### src/rtl/button_conditioner.sv
// Two-channel push-button front end: synchronise, debounce and turn presses into
// single-cycle strobes with hold-to-auto-repeat; inc wins ties, dec is deferred one cycle.
module button_conditioner #(
  parameter int DEBOUNCE_CYCLES = 500000,
  parameter int HOLD_CYCLES     = 25000000,
  parameter int REPEAT_CYCLES   = 5000000,
  parameter bit ACTIVE_LOW      = 1'b1
) (
  input  logic clock,
  input  logic reset,
  input  logic inc_raw,
  input  logic dec_raw,
  output logic inc_pulse,
  output logic dec_pulse,
  output logic inc_level,
  output logic dec_level
);

  localparam int DW   = $clog2(DEBOUNCE_CYCLES);
  localparam int RMAX = (HOLD_CYCLES > REPEAT_CYCLES) ? HOLD_CYCLES : REPEAT_CYCLES;
  localparam int RW   = $clog2(RMAX);

  localparam logic [DW-1:0] D_LAST = DW'(DEBOUNCE_CYCLES - 1);
  localparam logic [RW-1:0] H_LAST = RW'(HOLD_CYCLES - 1);
  localparam logic [RW-1:0] R_LAST = RW'(REPEAT_CYCLES - 1);
  localparam logic [1:0]    INACTIVE = {ACTIVE_LOW, ACTIVE_LOW};

  typedef enum logic [1:0] {
    ST_IDLE   = 2'd0,
    ST_WAIT   = 2'd1,
    ST_REPEAT = 2'd2
  } rstate_t;

  // Channel index 0 is inc, 1 is dec.
  logic [1:0]    raw_in;
  logic [1:0]    s1;
  logic [1:0]    s2;
  logic [1:0]    pressed;
  logic [1:0]    level;
  logic [1:0]    raw_pulse;
  logic [DW-1:0] dcnt       [2];
  logic [RW-1:0] rcnt       [2];
  logic [RW-1:0] rcnt_next  [2];
  rstate_t       state      [2];
  rstate_t       state_next [2];
  logic          dec_pending;

  assign raw_in  = {dec_raw, inc_raw};
  assign pressed = s2 ^ INACTIVE;

  always_ff @(posedge clock) begin
    if (reset) begin
      s1 <= INACTIVE;
      s2 <= INACTIVE;
    end else begin
      s1 <= raw_in;
      s2 <= s1;
    end
  end

  // A level change is accepted only after DEBOUNCE_CYCLES consecutive disagreeing samples.
  always_ff @(posedge clock) begin
    for (int i = 0; i < 2; i++) begin
      if (reset) begin
        level[i] <= 1'b0;
        dcnt[i]  <= '0;
      end else if (pressed[i] == level[i]) begin
        dcnt[i] <= '0;
      end else if (dcnt[i] == D_LAST) begin
        level[i] <= pressed[i];
        dcnt[i]  <= '0;
      end else begin
        dcnt[i] <= dcnt[i] + DW'(1);
      end
    end
  end

  always_ff @(posedge clock) begin
    for (int i = 0; i < 2; i++) begin
      if (reset) begin
        state[i] <= ST_IDLE;
        rcnt[i]  <= '0;
      end else begin
        state[i] <= state_next[i];
        rcnt[i]  <= rcnt_next[i];
      end
    end
  end

  // Release beats terminal count, so no strobe is emitted on the release cycle.
  always_comb begin
    for (int i = 0; i < 2; i++) begin
      state_next[i] = state[i];
      rcnt_next[i]  = rcnt[i];
      raw_pulse[i]  = 1'b0;
      case (state[i])
        ST_IDLE: begin
          if (level[i]) begin
            raw_pulse[i]  = 1'b1;
            rcnt_next[i]  = '0;
            state_next[i] = ST_WAIT;
          end else begin
            rcnt_next[i] = '0;
          end
        end
        ST_WAIT: begin
          if (!level[i]) begin
            state_next[i] = ST_IDLE;
          end else if (rcnt[i] == H_LAST) begin
            raw_pulse[i]  = 1'b1;
            rcnt_next[i]  = '0;
            state_next[i] = ST_REPEAT;
          end else begin
            rcnt_next[i] = rcnt[i] + RW'(1);
          end
        end
        ST_REPEAT: begin
          if (!level[i]) begin
            state_next[i] = ST_IDLE;
          end else if (rcnt[i] == R_LAST) begin
            raw_pulse[i] = 1'b1;
            rcnt_next[i] = '0;
          end else begin
            rcnt_next[i] = rcnt[i] + RW'(1);
          end
        end
        default: begin
          state_next[i] = ST_IDLE;
          rcnt_next[i]  = '0;
        end
      endcase
    end
  end

  // Output strobes; a dec strobe colliding with inc is parked for exactly one cycle.
  always_ff @(posedge clock) begin
    if (reset) begin
      inc_pulse   <= 1'b0;
      dec_pulse   <= 1'b0;
      dec_pending <= 1'b0;
    end else begin
      inc_pulse <= raw_pulse[0];
      if (dec_pending) begin
        dec_pulse   <= 1'b1;
        dec_pending <= 1'b0;
      end else if (raw_pulse[0] && raw_pulse[1]) begin
        dec_pulse   <= 1'b0;
        dec_pending <= 1'b1;
      end else begin
        dec_pulse   <= raw_pulse[1];
        dec_pending <= 1'b0;
      end
    end
  end

  assign inc_level = level[0];
  assign dec_level = level[1];

endmodule

### config.mk
export PLATFORM = sky130hd
export DESIGN_NAME = button_conditioner
export DESIGN_NICKNAME = d
export VERILOG_FILES = /design/src/rtl/button_conditioner.sv
export SDC_FILE = /design/constraint.sdc
export NUM_CORES = 1
export LEC_CHECK = 0
export CAP_MARGIN = 40
export CORE_ASPECT_RATIO = 0.75
export CORE_UTILIZATION = 31
export CTS_CLUSTER_SIZE = 28
export DETAILED_ROUTE_END_ITERATION = 8
export PLACE_DENSITY = 0.57
export SLEW_MARGIN = 20
export SYNTH_ARGS = -nofsm -noshare
export SYNTH_HDL_FRONTEND = slang
export SYNTH_SLANG_ARGS = --single-unit
### constraint.sdc
create_clock -name clock -period 5.6 [get_ports clock]
set_input_delay 0.56 -clock clock [delete_from_list [all_inputs] [get_ports clock]]
set_output_delay 0.56 -clock clock [all_outputs]
set_load 0.1 [all_outputs]
# Yosys cells after proc, flatten, opt, wreduce, memory -nomap -nowiden
# Memory sizes are Yosys's and may differ from the RTL's.
# Index checks and enable logic that the tools add are counted.
# op_classes
addsub	4
n_mul	0
div	0
magnitude_cmp	0
n_eq_ne	12
shifts	0
n_mux	70
bitwise_logic	13
n_reduce_logical	6
# ops
op	count
$mux 25	10
$mux 19	6
$pmux 25 s2	2
$add 25x1->25 const B	2
$eq 25x23->1 const B	2
$eq 25x25->1 const B	2
$add 19x1->19 const B	2
$eq 19x19->1 const B	2
$mux 1	38
$mux 2	10
$pmux 2 s3	2
$or 1x1->1	10
$pmux 1 s3	2
$eq 2x1->1 const B	2
$eq 2x2->1 const B	2
$logic_not 2->1	2
$reduce_and 2->1	2
$eq 1x1->1	2
$not 1->1	2
$not 2->2	1
$reduce_or 2->1	1
$logic_and 1x1->1	1
# totals
regBits	9
latch_bits	0
mem_bits_rw	92
romBits	0
out_inout_bits	4
wordCells	115
n_memories	3
# memory_table
name	words	word_bits	rd	rd_clocked_by_memory_dff	write_ports	line_no	source
rcnt	2	25	2	0	2	42	logic [RW-1:0] rcnt [2];
dcnt	2	19	2	0	2	41	logic [DW-1:0] dcnt [2];
state	2	2	2	0	2	44	rstate_t state [2];

# Longest topological paths before layout
# Gate-level depths: netlist of the first run.
# depth
depth_word	8
mapped_depth	9
depth_no_buf	8

# Worst setup path before layout of the first run
# OpenSTA, ideal clock, no wires.
# synth_timing
path_type	register to register
from	register level[1]
to	memory rcnt[1][21] (netlist bit)
setup_time_ns	0.117
arrival_ns	2.690
t_required_ns	5.483
setup_slack_ns	2.793
stages_incl_launch_ff	8
n_path_buf	1
synth_period_minus_slack_ns	2.807
path_cell_list	dfxtp_1 > o21ba_2 > clkbuf_1 > nor3b_1 > nand3_1 > or3_1 > xor2_1 > nor2_1
# synth_rtl
element	line_no	source
start, declared	39	logic [1:0] level;
start signal, assigned by index	70	level[i] <= pressed[i];
end, declared	42	

==> metrics, run 1 <==
status=finished, final reports clean; CTS tree=done; VDD IR max=125.5 uV; worst-case clock buffer depth=2; delay contributed by the slowest stage of the critical path=720 ps; number of antenna violations at the first check in global routing=0; CTS H-tree lvls=3; sum of negative setup slack=0 ps; Yosys reg bits=101; RD Place Congestion=0.7597; Detailed Route Iter0 Violations=177; kind of start point of the critical path=flop; leading cell types by count after synthesis=sky130_fd_sc_hd__nor2_1 (117), sky130_fd_sc_hd__dfxtp_1 (63), sky130_fd_sc_hd__nand2_1 (52); number of diodes=0; FMAX=0.3536 GHz; portion of the post-synthesis area used by sequential elements=47.57%; worst hold slack=417.0 ps; leading cell type by number of instances after synthesis=sky130_fd_sc_hd__nor2_1; post-CTS resize count=0; minimum period implied by the final worst setup slack=2828 ps; number of buffers created by CTS=9; post-layout utilization of the core=36.72%; proportion of layout cells with a drive suffix above 1=6.156%; initial core utilization=31.63%; count of pins on the block boundary=8; asr flop ratio synth=0%; Setup Buffers After CTS=0; switch share=20.19%; number of buffers and inverters on the critical path=0; total leakage power=1.889 nW; relative contribution of the clock network to total power=44.1%; final number of max-transition violations=0; Worst EP arrival=3040 ps; First-pass DRT Iterations=4; routed wire length per instance=11.46 um; Avg Vias per Cell=4.657; signed area change from the synthesized netlist to the final layout=16.10%; warning count from the yosys run=0; portion of synthesized cell area occupied by the leading cell type=24.98%; maximum number of pins on one net before global-route repair=29; filler cell count=1598; total of buffers placed on input and output ports=7; global-route congestion overflow total=0; total via count in the routed design=3777; CTS clock-pin slew for the worst setup and hold paths=60 ps; worst clock skew on the final layout=5.663 ps; ranking of synthesized cells by area=sky130_fd_sc_hd__dfxtp_1 (25%), sky130_fd_sc_hd__edfxtp_1 (23%), sky130_fd_sc_hd__nor2_1 (8.7%), sky130_fd_sc_hd__xor2_1 (7.8%), sky130_fd_sc_hd__xnor2_1 (5.2%); final number of setup-violating endpoints=0; Row Count=40; Crit Path Category=reg2reg; Hold Crit Class=reg2reg; sequential share of power=53.9%; Core Area=15970 um^2; max-cap check violation count=0; average cell area after synthesis=9.182 um^2; via count of the first global-routing pass=3633; WP data required=5820 ps; Final Cycle Share=50.50%; Post-synth top flop=sky130_fd_sc_hd__dfxtp_1; number of nets at the end of the flow=612; width of the die=149.4 um; worst hold path depth=1; critical path fanouts, max=19; total power per unit cell area=249.0 nW/um^2; wire length of the first global-routing pass=16280 um; Final HPWL DP=6602 um; dominant cell type by area after synthesis=sky130_fd_sc_hd__dfxtp_1; number of sinks driven by the clock tree=101; hold violation total from the final report=0; chip height=112.5 um; worst-path cell with the longest stage delay=sky130_fd_sc_hd__or4b_2; R2R cell count=7; cells along the critical path=ha_1, nand2_1, or4b_2, or3_4, a31o_1, o21bai_4, nor2_1; switching component of the power=0.0002948 W; unrepaired setup endpoints after global routing=false; Die Footprint=16810 um^2; total standard cell area after synthesis=5050 um^2; crit path capture type=flop; remaining antenna violation count=0; Root Buffer=sky130_fd_sc_hd__clkbuf_16; cell family with the largest share of critical-path delay=simple AND/OR/NAND/NOR gates; Post-Synthesis Cells=550; Cell variety after synth=49; worst-case headroom to the max-slew limit=54.49%; overall track demand over capacity in global routing=12.11%; detailed-route DRC error count=0; worst-skew pair later-pin latency=350 ps; hold buffer count at CTS=0; Internal Power=0.001165 W; actual transition at the worst max-transition pin=677.5 ps; Comb power frac=2.0%; overall routed net length=9297 um; logic depth of the worst path, buffers included=7; count of flip-flops with a built-in enable after synthesis=38
[kinds of logic after synthesis]
group | count (synthesis) | share of synthesized area [%]
other | 1 | 0.07426
adders and majority gates | 12 | 2.973
xor gates and xnor gates | 75 | 13.01
AOI/OAI and AO/OA | 33 | 4.584
DFF | 101 | 47.57
muxes | 4 | 0.7929
and+or+nand+nor | 297 | 28.62
buffers and inverters | 27 | 2.378
[worst register-to-register path, stage by stage, from the launching register on]
cell	delay [ps]
sky130_fd_sc_hd__dfxtp_1	370
sky130_fd_sc_hd__ha_1	220
sky130_fd_sc_hd__nand2_1	100
sky130_fd_sc_hd__or4b_2	720
sky130_fd_sc_hd__or3_4	370
sky130_fd_sc_hd__a31o_1	350
sky130_fd_sc_hd__o21bai_4	440
sky130_fd_sc_hd__nor2_1	120
[layout make-up]
class	instances	area, um^2	share of cell area, %
multi-input combinational	459	2666	45.48
clock inverter	2	10.01	0.1707
sequential	101	2402	40.97
tap	210	262.8	4.481
clock buffer	14	306.5	5.228
inverter	12	45.04	0.7682
timing repair buffer	13	170.2	2.902
[metrics by stage]
stage | area [um^2] | instances | power [W] | worst slack (ps)
6_report | 5863 | 811 | 0.001460 | 2772
5_1_grt | 5863 | 811 | 0.001512 | 2562
4_1_cts | 5863 | 811 | 0.001486 | 2762
3_5_place_dp | 5547 | 795 | 0.0008318 | 2769
3_3_place_gp | 5461 | 791 | 0.0008308 | 2862
2_1_floorplan | 5189 | 587 | 0.0008224 | 2793
[power groups by stage]
stage | logic [W] | registers (W) | clock network [W]
floorplan | 0.0000228 | 0.000800 | 0
finish | 0.0000288 | 0.000787 | 0.000644
CTS | 0.0000287 | 0.000787 | 0.000670
global placement | 0.0000283 | 0.000803 | 0
detailed placement | 0.0000284 | 0.000803 | 0
global route | 0.0000334 | 0.000788 | 0.000690
[state kept, by name, indices dropped and copies added, names as in the netlist]
| register | cells |
|---|---|
| state | 4 |
| dec_pending | 1 |
| rcnt | 50 |
| level | 2 |
| s1 | 2 |
| dec_pulse | 1 |
| dcnt | 38 |
| s2 | 2 |
| inc_pulse | 1 |
[placed cells by master (no fill, tap or decap), drive strengths merged, types with 3 or more instances in the layout]
| cell | netlist | layout |
|---|---|---|
| nand4 | 18 | 18 |
| mux2i | 4 | 4 |
| inv | 12 | 12 |
| nor2 | 118 | 118 |
| clkbuf | 10 | 14 |
| nor3 | 10 | 10 |
| a21oi | 10 | 10 |
| and4 | 7 | 7 |
| ha | 12 | 12 |
| nand3 | 37 | 37 |
| or4b | 5 | 5 |
| o21bai | 3 | 3 |
| nand3b | 4 | 4 |
| nand2 | 52 | 52 |
| or2 | 4 | 4 |
| nor4 | 10 | 10 |
| or4 | 3 | 3 |
| a31oi | 4 | 4 |
| or3 | 6 | 6 |
| xnor2 | 30 | 30 |
| nor2b | 3 | 3 |
| dfxtp | 63 | 63 |
| o21ai | 4 | 4 |
| edfxtp | 38 | 38 |
| clkdlybuf4s50 | 0 | 7 |
| and3 | 8 | 8 |
| xor2 | 45 | 45 |
| nor3b | 3 | 3 |
| conb | 1 | 38 |
| buf | 5 | 6 |
[layer usage]
metal  GRT usage [%]  vias to the layer above  part of all wire, %
li1                -                     1959                    -
met1           15.88                     1760                   51
met2           18.64                       47                   44
met3           2.927                       11                  3.4
met4           5.782                        0                  1.9
met5               0                        -                    0
[path summary, 6_finish.rpt]
check | start | end | slack (ps)
setup / recovery | rcnt[0][0] | rcnt[0][3] | 2770
hold / removal | s1[0] | s2[0] | 420
setup reg to reg | rcnt[0][0] | rcnt[0][3] | 2770
hold reg to reg | s1[0] | s2[0] | 420
Power figures use the tool's default switching activity.
==> run 2: changes to the inputs <==
clock period = 2.8 ns   (was 5.6 ns; I/O delays follow)
==> run 2 against run 1 <==
Cell area decreased by 0.73%. Critical path depth increased by 1. Sequential cell count unchanged. Wire length decreased by 0.23%. Non-clock buffer count increased by 4. Worst setup slack got worse by 2500 ps. Final cell count increased by 0.49%. Combinational power increased by 100%. Clock skew increased by 5.3 ps. Count of clock-buffer cells in the layout decreased by 2. First-iteration DRC count decreased by 18%. Critical endpoint is now rcnt[0][23]. Highest routed layer unchanged.
==> metrics, run 2 (synthesized netlist as in run 1, its figures left out) <==
total leakage power=1.894 nW (was 1.889 nW); chip height=112.5 um (unchanged); launch point of the worst hold path=s1[0] (unchanged); CTS clock-pin slew for the worst setup and hold paths=70 ps (was 60 ps); Root Buffer=sky130_fd_sc_hd__clkbuf_16 (unchanged); number of diodes=0 (unchanged); worst-case setup slack after placement=276.6 ps (was 2769 ps); remaining antenna violation count=0 (unchanged); Core Area=15970 um^2 (unchanged); detailed-route DRC error count=0 (unchanged); kind of start point of the critical path=flop (unchanged); Most flops, register=rcnt (unchanged); FMAX=0.3929 GHz (was 0.3536 GHz); crit path capture type=flop (unchanged); worst-case headroom to the max-slew limit=64.09% (was 54.49%); number of sinks driven by the clock tree=101 (unchanged); final number of setup-violating endpoints=0 (unchanged); capture endpoint of the worst hold path=s2[0] (unchanged); Final HPWL DP=6614 um (was 6602 um); proportion of layout cells with a drive suffix above 1=7.438% (was 6.156%); register-to-register setup slack=260 ps (was 2770 ps); most common cell after layout, fill and taps aside=sky130_fd_sc_hd__nor2_1 (unchanged); critical path fanouts, max=11 (was 19); post-layout utilization of the core=36.46% (was 36.72%); via count of the first global-routing pass=3568 (was 3633); signed area change from the synthesized netlist to the final layout=15.26% (was 16.10%); sum of negative setup slack=0 ps (unchanged); post-route insts no fill=815 (was 811); Setup Buffers After CTS=0 (unchanged); relative contribution of the clock network to total power=43.3% (was 44.1%); most frequent cells in the layout=sky130_fd_sc_hd__nor2_1 (117), sky130_fd_sc_hd__dfxtp_1 (62), sky130_fd_sc_hd__nand2_1 (52) (was sky130_fd_sc_hd__nor2_1 (117), sky130_fd_sc_hd__dfxtp_1 (63), sky130_fd_sc_hd__nand2_1 (52)); worst-skew pair later-pin latency=350 ps (about the same); Hold Crit Class=reg2reg (unchanged); worst setup slack after layout=255.0 ps (was 2772 ps); max-cap check violation count=0 (unchanged); maximum number of pins on one net before global-route repair=28 (was 29); number of nets at the end of the flow=616 (was 612); Final Cycle Share=90.89% (was 50.50%); Detailed Route Iter0 Violations=145 (was 177); hold violation total from the final report=0 (unchanged); total via count in the routed design=3742 (was 3777); wire length of the first global-routing pass=16010 um (was 16280 um); First-pass DRT Iterations=4 (unchanged); RD Place Congestion=0.7917 (was 0.7597); overall track demand over capacity in global routing=11.86% (was 12.11%); final number of max-transition violations=0 (unchanged); hold buffer count at CTS=0 (unchanged); Comb power frac=2.0% (about the same); WP data required=3040 ps (was 5820 ps); total power per unit cell area=494.9 nW/um^2 (was 249.0 nW/um^2); Crit Path Category=reg2reg (unchanged); switching component of the power=0.0005900 W (was 0.0002948 W); global-route congestion overflow total=0 (unchanged); CTS tree=done (unchanged); area of the multi-input gates=2666 um^2 (unchanged); unrepaired setup endpoints after global routing=false (unchanged); worst hold path depth=1 (unchanged); Row Count=40 (unchanged); storage element area=2404 um^2 (was 2402 um^2); CTS H-tree lvls=3 (unchanged); total of buffers placed on input and output ports=7 (unchanged); Reg-to-Reg Start=state[0][0] (was rcnt[0][0]); switch share=20.48% (was 20.19%); VDD IR max=223.2 uV (was 125.5 uV); terminus of the critical flop-to-flop path=rcnt[0][23] (was rcnt[0][3]); registers with the highest flip-flop counts=rcnt (50), dcnt (38), state (4) (unchanged); width of the die=149.4 um (unchanged); max FFs per register=50 (unchanged); Die Footprint=16810 um^2 (unchanged); minimum period implied by the final worst setup slack=2545 ps (was 2828 ps); placed cells=799 (was 795); filler cell count=1594 (was 1598); number of antenna violations at the first check in global routing=0 (unchanged); Worst EP arrival=2790 ps (was 3040 ps); overall power after layout=0.002881 W (was 0.001460 W); Internal Power=0.002291 W (was 0.001165 W); sequential share of power=54.6% (was 53.9%); Avg Vias per Cell=4.591 (was 4.657); worst clock skew on the final layout=10.92 ps (was 5.663 ps); number of buffers created by CTS=9 (unchanged); post-CTS resize count=0 (unchanged); status=finished, final reports clean (unchanged); actual transition at the worst max-transition pin=533.8 ps (was 677.5 ps); count of pins on the block boundary=8 (unchanged); initial core utilization=31.63% (unchanged); routed wire length per instance=11.38 um (was 11.46 um); overall routed net length=9276 um (was 9297 um); R2R cell count=8 (was 7); worst-case clock buffer depth=2 (unchanged)
run 2: worst max-delay path by stage:
stage	end	slack [ps]	from	cells after the start
after floorplan	rcnt[0][23]	220	level[0]	7
after global placement	rcnt[0][2]	340	rcnt[0][0]	8
after detailed placement	rcnt[0][9]	280	rcnt[0][0]	8
after CTS	rcnt[0][13]	260	rcnt[0][0]	8
after global routing	rcnt[0][23]	130	state[0][0]	8
final	rcnt[0][23]	260	state[0][0]	8
run 2: routing by layer:
metal,global-route usage (%),vias to the layer above,wire length [um]
met4,4.626,0,109
met5,0,-,0
li1,-,1973,-
met2,18.30,35,4147
met1,15.54,1728,4731
met3,3.455,6,287
run 2: critical path, cell delays in order, from the launching register on:
cell and delay, ps:
sky130_fd_sc_hd__dfxtp_1 410, sky130_fd_sc_hd__inv_1 90, sky130_fd_sc_hd__ha_1 280, sky130_fd_sc_hd__o21ba_2 330, sky130_fd_sc_hd__nor3_1 400, sky130_fd_sc_hd__and2_0 410
sky130_fd_sc_hd__nor3b_1 320, sky130_fd_sc_hd__xnor2_1 160, sky130_fd_sc_hd__nor2_1 50
run 2: area by class of cell:
class	count	area share, %
Clock inverter	4	0.8383
Clock buffer	12	4.235
Tap cell	210	4.514
Inverter	12	0.7739
Multi-Input combinational cell	459	45.81
Timing Repair Buffer	17	2.537
Sequential cell	101	41.29
run 2: stage by stage:
| stage | area (um^2) | hold slack, ps |
|---|---|---|
| floorplan | 5190 | 383.8 |
| global route | 5821 | 428.9 |
| detailed placement | 5525 | 402.3 |
| global placement | 5525 | 395.2 |
| finish | 5821 | 415.2 |
| CTS | 5821 | 419.7 |
run 2: power by group through the flow:
stage	Clock, W	Combinational (W)	Sequential [W]
final	0.00125	0.0000590	0.00157
after global routing	0.00135	0.0000683	0.00158
after CTS	0.00129	0.0000585	0.00157
after detailed placement	0	0.0000579	0.00161
after global placement	0	0.0000580	0.00160
after floorplan	0	0.0000455	0.00160
==> run 3: changes to the inputs <==
--- a/config.mk
+++ b/config.mk
@@ -8,3 +8,3 @@
 export CAP_MARGIN = 40
-export CORE_ASPECT_RATIO = 0.75
+export CORE_ASPECT_RATIO = 1.25
 export CORE_UTILIZATION = 31
==> constraint.sdc (replaced) <==
create_clock -name clock -period 2.8 [get_ports clock]
set_input_delay 0.56 -clock clock [delete_from_list [all_inputs] [get_ports clock]]
set_output_delay 0.56 -clock clock [all_outputs]
set_load 0.1 [all_outputs]
==> run 3 against run 2 <==
Critical path depth stayed put. Final cell count is 0.61% higher. Cell area is 0.95% higher. Hold slack worse by 1.8 ps. Maximum frequency is 0.49% lower. Die area hardly changed. Via count is 1.5% higher. Global-route usage is 0.70 points higher. Wire length is 1.9% higher. Sequential power hardly changed. Clock skew is 4.3 ps lower. Sequential share of layout area is 0.39 points lower. Largest cell class unchanged.
==> metrics, run 3 (synthesized netlist as in run 1, its figures left out) <==
overall routed net length=9455 um (was 9276 um); most frequent cells in the layout=sky130_fd_sc_hd__nor2_1 (117), sky130_fd_sc_hd__dfxtp_1 (62), sky130_fd_sc_hd__nand2_1 (52) (unchanged); number of nets at the end of the flow=619 (was 616); post-CTS resize count=0 (unchanged); unrepaired setup endpoints after global routing=false (unchanged); highest routing layer actually used=met4 (unchanged); remaining antenna violation count=0 (unchanged); maximum number of pins on one net before global-route repair=20 (was 28); critical path fanouts, max=19 (was 11); Worst EP arrival=2790 ps (about the same); kind of start point of the critical path=flop (unchanged); VDD IR max=278.3 uV (was 223.2 uV); worst-case headroom to the max-slew limit=65.98% (was 64.09%); worst-case clock buffer depth=2 (unchanged); width of the die=116.2 um (was 149.4 um); CTS tree=done (unchanged); most common cell after layout, fill and taps aside=sky130_fd_sc_hd__nor2_1 (unchanged); CTS clock-pin slew for the worst setup and hold paths=70 ps (about the same); Detailed Route Iter0 Violations=146 (was 145); number of diodes=0 (unchanged); hold violation total from the final report=0 (unchanged); met2 wirelength from detailed routing=4585 um (was 4147 um); initial core utilization=32.04% (was 31.63%); total leakage power=1.920 nW (was 1.894 nW); status=finished, final reports clean (unchanged); WP data required=3030 ps (was 3040 ps); post-layout utilization of the core=37.28% (was 36.46%); chip height=144.7 um (was 112.5 um); worst-skew pair later-pin latency=340 ps (was 350 ps); routed wire length per instance=11.53 um (was 11.38 um); CTS H-tree lvls=3 (unchanged); total of buffers placed on input and output ports=7 (unchanged); total power per unit cell area=508.3 nW/um^2 (was 494.9 nW/um^2); First-pass DRT Iterations=4 (unchanged); Setup Buffers After CTS=0 (unchanged); worst clock skew on the final layout=6.572 ps (was 10.92 ps); Row Count=51 (was 40); number of buffers created by CTS=9 (unchanged); Die Footprint=16810 um^2 (about the same); Core Area=15760 um^2 (was 15970 um^2); Crit Path Category=reg2reg (unchanged); registers with the highest flip-flop counts=rcnt (50), dcnt (38), state (4) (unchanged); max-cap check violation count=0 (unchanged); hold buffer count at CTS=0 (unchanged); wire length on met3=168 um (was 287 um); Avg Vias per Cell=4.630 (was 4.591); crit path capture type=flop (unchanged); storage element area=2404 um^2 (unchanged); overall track demand over capacity in global routing=12.56% (was 11.86%); signed area change from the synthesized netlist to the final layout=16.35% (was 15.26%); FMAX=0.3910 GHz (was 0.3929 GHz); RD Place Congestion=0.7872 (was 0.7917); final number of setup-violating endpoints=0 (unchanged); total via count in the routed design=3797 (was 3742); proportion of layout cells with a drive suffix above 1=8.224% (was 7.438%); sum of negative setup slack=0 ps (unchanged); number of antenna violations at the first check in global routing=0 (unchanged); count of pins on the block boundary=8 (unchanged); global-route congestion overflow total=0 (unchanged); Final HPWL DP=6847 um (was 6614 um); via count of the first global-routing pass=3690 (was 3568); detailed-route DRC error count=0 (unchanged); Most flops, register=rcnt (unchanged); area of the multi-input gates=2666 um^2 (unchanged); Root Buffer=sky130_fd_sc_hd__clkbuf_16 (unchanged); minimum period implied by the final worst setup slack=2557 ps (was 2545 ps); number of sinks driven by the clock tree=101 (unchanged); Final Cycle Share=91.34% (was 90.89%); max FFs per register=50 (unchanged); actual transition at the worst max-transition pin=506.3 ps (was 533.8 ps); Hold Crit Class=reg2reg (unchanged); final number of max-transition violations=0 (unchanged); wire length of the first global-routing pass=16640 um (was 16010 um); filler cell count=1625 (was 1594); detailed-routing wirelength on met1=4570 um (was 4731 um)
==> run 3: worst max-delay path, cell delays in order, from the launching register on <==
cell	delay, ps
sky130_fd_sc_hd__dfxtp_1	380
sky130_fd_sc_hd__ha_1	220
sky130_fd_sc_hd__nand2_1	100
sky130_fd_sc_hd__or4b_2	720
sky130_fd_sc_hd__or3_4	370
sky130_fd_sc_hd__a31o_1	270
sky130_fd_sc_hd__o21bai_4	160
sky130_fd_sc_hd__buf_12	170
sky130_fd_sc_hd__nor2_1	60
==> run 3: per-layer routing <==
metal	global-route usage, %	up-vias
met1	15.68	1791
met3	2.291	7
li1	-	1974
met4	5.870	0
met2	20.90	25
met5	0	-
==> run 3: worst paths after layout <==
path,from,endpoint,slack (ps),cells after the start
setup / recovery,rcnt[0][0],rcnt[0][14],240,8
hold / removal,s1[1],s2[1],410,1
setup reg to reg,rcnt[0][0],rcnt[0][14],240,8
hold reg to reg,s1[1],s2[1],410,1
==> run 3: power breakdown <==
part	internal (W)	total [W]	switching (W)
logic	0.0000265	0.0000602	0.0000337
registers	0.00155	0.00157	0.0000244
clock network	0.000806	0.00135	0.000548
total	0.00238	0.00299	0.000606
==> run 3: layout make-up <==
cell class                 instances  share of cell area (%)
multi-input combinational        459                   45.38
timing repair buffer              20                   2.896
tap                              212                   4.514
inverter                          12                  0.7666
clock buffer                      10                   4.067
clock inverter                     6                   1.469
sequential                       101                   40.91
==> run 3: metrics by stage <==
step	setup slack (ps)	hold WS, ps	instances	area (um^2)	power, W
2_1_floorplan	220.5	389.5	587	5190	0.001645
3_3_place_gp	347.1	401.1	804	5550	0.001664
3_5_place_dp	269.7	401.0	804	5550	0.001665
4_1_cts	242.2	417.4	820	5876	0.003029
5_1_grt	48.72	431.5	820	5876	0.003089
6_report	242.5	413.4	820	5876	0.002986
